### src/rtl/instr_fetch_unit.sv
// Program store and fetch sequencer feeding the ALU execute stage.
// Steps mem[0..] out as opcode/a/b over valid/ready until a halt word or the last address.
module instr_fetch_unit #(
    parameter int DEPTH  = 16,
    parameter int ADDR_W = 4
) (
    input  logic              clk,
    input  logic              rst,
    input  logic              start,
    input  logic              prog_we,
    input  logic [ADDR_W-1:0] prog_addr,
    input  logic [19:0]       prog_data,
    input  logic              out_ready,
    output logic              out_valid,
    output logic [2:0]        opcode,
    output logic [7:0]        a,
    output logic [7:0]        b,
    output logic [ADDR_W-1:0] pc,
    output logic              busy,
    output logic              halted
);

    typedef enum logic [1:0] {
        IDLE,
        FETCH,
        ISSUE,
        HALT
    } state_t;

    state_t state_q, state_d;

    logic [19:0] mem [DEPTH];
    logic [19:0] word;
    logic        idle_or_halt;
    logic        last;
    logic        xfer;

    assign word         = mem[pc];
    assign idle_or_halt = (state_q == IDLE) || (state_q == HALT);
    assign last         = (pc == ADDR_W'(DEPTH - 1));
    assign xfer         = out_valid && out_ready;

    assign busy   = (state_q == FETCH) || (state_q == ISSUE);
    assign halted = (state_q == HALT);

    // Writes are locked out while running so a fetch never races a write.
    always_ff @(posedge clk) begin
        if (prog_we && idle_or_halt)
            mem[prog_addr] <= prog_data;
    end

    always_ff @(posedge clk or negedge rst) begin
        if (!rst)
            state_q <= IDLE;
        else
            state_q <= state_d;
    end

    always_comb begin
        state_d = state_q;
        unique case (state_q)
            IDLE:  if (start) state_d = FETCH;
            FETCH: state_d = word[19] ? HALT : ISSUE;
            ISSUE: if (xfer) state_d = last ? HALT : FETCH;
            HALT:  if (start) state_d = FETCH;
            default: state_d = IDLE;
        endcase
    end

    always_ff @(posedge clk or negedge rst) begin
        if (!rst) begin
            pc        <= '0;
            out_valid <= 1'b0;
            opcode    <= '0;
            a         <= '0;
            b         <= '0;
        end else begin
            unique case (state_q)
                IDLE, HALT: begin
                    if (start)
                        pc <= '0;
                end
                FETCH: begin
                    if (!word[19]) begin
                        opcode    <= word[18:16];
                        a         <= word[15:8];
                        b         <= word[7:0];
                        out_valid <= 1'b1;
                    end
                end
                ISSUE: begin
                    if (xfer) begin
                        out_valid <= 1'b0;
                        if (!last)
                            pc <= pc + 1'b1;
                    end
                end
                default: ;
            endcase
        end
    end

endmodule
### config.mk
export PLATFORM = sky130hd
export DESIGN_NAME = instr_fetch_unit
export DESIGN_NICKNAME = d
export VERILOG_FILES = /design/src/rtl/instr_fetch_unit.sv
export SDC_FILE = /design/constraint.sdc
export NUM_CORES = 1
export LEC_CHECK = 0
export ABC_AREA = 1
export CAP_MARGIN = 10
export CELL_PAD_IN_SITES_DETAIL_PLACEMENT = 1
export CELL_PAD_IN_SITES_GLOBAL_PLACEMENT = 1
export CORE_ASPECT_RATIO = 2
export CORE_MARGIN = 3
export CORE_UTILIZATION = 50
export DETAILED_ROUTE_END_ITERATION = 10
export PLACE_DENSITY = 0.82
export SYNTH_ARGS = -nofsm -noshare
export SYNTH_HDL_FRONTEND = slang
export SYNTH_SLANG_ARGS = --single-unit
### constraint.sdc
create_clock -name clk -period 2.9 [get_ports clk]
set_input_delay 0.58 -clock clk [delete_from_list [all_inputs] [get_ports clk]]
set_output_delay 0.58 -clock clk [all_outputs]
set_load 0.05 [all_outputs]
==> impl_metrics.csv <==
group,metric,value,unit
outcome,outcome,"finished clean",
timing,fmax,0.3554,GHz
routing,via_count,9325,
clock_network,cts_setup_buffers,0,
critical_path,worstPathMaxFanout,4,
power,irDropWorstVdd,0.5274,mV
clock_network,htreeDepth,1,
global_route,grt_use_met3,0.03377,
clock_network,clock_sinks,346,
final_layout,syn2layout_area_growth,14.11,%
floorplan,dieArea,29650,um^2
critical_path,worstSetupEndpointType,"primary output",
critical_path,path_buf_inv,3,
timing,hold_viol,0,
final_layout,antennaDiodeCount,0,
placement,io_buffer_count,54,
global_route,grt_busiest_layer,"met2",
synth,yosysSeqAreaShare,0.7460,
critical_path,criticalPathCategory,"register to primary output",
timing,fin_skew,0.02958,ns
floorplan,dieWidth,123.3,um
synth,synthCells,1079,
clock_network,root_buffer,"clkbuf_16",
timing,min_period_over_period,0.9704,
clock_network,cts_buffers,29,
floorplan,coreArea,27010,um^2
timing,grt_setup_unrepaired,"no",
placement,gp_congestion,0.8414,
final_layout,final_layout_size_suffix_gt1_frac,0.09413,
critical_path,path_delay_family,"buffers and inverters",
power,total_power,13.63,mW
synth,syn_avg_cell_area,12.75,um^2
critical_path,slowest_delay,0.80,ns
placement,hpwl,25.73,mm
floorplan,die_y,240.5,um
floorplan,rows,85,
global_route,track_usage,0.2889,
critical_path,cp_slowest_cell,"clkdlybuf4s50_1",
synth,synth_area,13750,um^2
hold_path,hold_class,"primary input to asynchronous set/reset pin",
routing,wl_per_cell,27.66,um
routing,via_per_inst,6.192,
critical_path,worstPathArrival,2.23,ns
final_layout,final_common_cell,"edfxtp_1",
synth,syn-num-nets,1112,
routing,drtAntennaViolNets,0,
critical_path,start_kind,"register",
clock_network,clk_latency,0.58,ns
floorplan,pin_count,55,
timing,worst_slack,0.08593,ns
synth,yosysTopAreaCellShare,0.6987,
global_route,grt_pass1_wl,62.58,mm
clock_network,cts_tree,"done",
power,p_per_area,868.7,nW/um^2
global_route,gr-usage-met1,0.3229,
synth,ys_seq_elements,346,
global_route,overflow,0,
routing,wirelength,41.66,mm
routing,remaining_drc_errors,0,
synth,yosys-top-cells-area,"edfxtp_1 (70%), o21ai_0 (5.6%), nor2_1 (5.5%), dfrtp_1 (4.7%), nand2_1 (4.2%)",
critical_path,cp_cell_sequence,"inv_1 > ha_1 > inv_1 > clkdlybuf4s50_1",
critical_path,critPathRequiredTime,2.32,ns
global_route,use_met2,0.5235,
timing,slew_headroom,0.4052,
power,leakagePower,5.382,nW
timing,setup_tns,0,ns
final_layout,nets,1171,
timing,drv_slew,0,
flow_run,maxCapViolCount,0,
final_layout,layout_common_cells,"edfxtp_1 (320), nor2_1 (185), nand2_1 (154)",
placement,place_ws,0.4358,ns
synth,synth.distinct_cells,25,
critical_path,crit_top_cell,"inv_1",
routing,drtPass1Iterations,6,
synth,ys_warn_count,0,
clock_network,cts_buffer_depth,3,
floorplan,initial_core_util,0.5091,
clock_network,clk_pin_slew,0.07,ns
timing,setup_violations,0,
synth,yosysTopAreaCell,"edfxtp_1",
timing,hold_ws,0.3238,ns
routing,drtIter0Drc,870,
global_route,grt_max_degree,67,
clock_network,post_cts_resized,0,
global_route,antenna_found_initial,0,
timing,worst_pin_slew,0.8895,ns
clock_network,ctsHoldBuffers,0,
global_route,grt_pass1_vias,10230,
timing,fin_crit,2.814,ns
-- path summary, 6_finish.rpt --
path | to | slack (ns) | startpoint | cells past startpoint
min | pc[2]$_DFFE_PN0P_ | 0.32 | rst | 1
max in group asynchronous | a[7]$_DFFE_PN0P_ | 1.85 | rst | 2
min in group clk | b[3]$_DFFE_PN0P_ | 0.48 | b[3]$_DFFE_PN0P_ | 2
min reg2reg | b[3]$_DFFE_PN0P_ | 0.48 | b[3]$_DFFE_PN0P_ | 2
max | busy | 0.09 | state_q[0]$_DFFE_PN0P_ | 4
max reg2reg | b[7]$_DFFE_PN0P_ | 0.50 | pc[0]$_DFFE_PN0P_ | 10
-- area by class of cell --
cell class | count | area [um^2]
inverters | 25 | 98.84
clock buffers | 35 | 748.2
repair buffers | 96 | 903.4
clock inverters | 16 | 168.9
fillers | 2687 | 11320
flip-flops and latches | 346 | 10270
well taps | 348 | 435.4
multi-input cells | 640 | 3070
-- layer usage --
metal / vias to the layer above / routed length [um]
li1: 4011 / -
met1: 4761 / 13910
met2: 428 / 22660
met3: 125 / 2450
met4: 0 / 2636
met5: - / 0
-- where the power goes --
group	internal, mW	switching, mW
clock	2.11	1.77
sequential	5.76	0.172
combinational	1.08	2.75
-- synth_stat cells, drive strengths merged --
| cell type | n |
|---|---|
| nand3 | 40 |
| clkbuf | 38 |
| inv | 25 |
| nor3 | 1 |
| edfxtp | 320 |
| o21ai | 157 |
| nor2 | 202 |
| o22ai | 9 |
| nand2 | 155 |
| dfrtp | 26 |
| nand3b | 1 |
| o211ai | 30 |
| buf | 30 |
| o221ai | 38 |
| a22oi | 1 |
| ha | 4 |
| a21oi | 2 |
-- cell families after synthesis --
logic type	synth area share
and+or+nand+nor	0.1136
DFF	0.7460
AOI/OAI and AO/OA	0.1031
buffers and inverters	0.03366
adders and majority gates	0.003639
-- registers in the layout, indices dropped and copies added, names as in the netlist --
register	flops
a	8
state_q	2
b	8
opcode	3
pc	4
out_valid	1
mem	320
-- per-stage QoR --
stage | utilization | std cells | cell area [um^2]
floorplan | - | 1079 | 13750
global placement | 0.5470 | 1455 | 14780
detailed placement | 0.5470 | 1455 | 14780
CTS | 0.5810 | 1506 | 15690
global route | 0.5810 | 1506 | 15690
finish | 0.5810 | 1506 | 15690
Note: power is estimated with default switching activity, not from simulation.
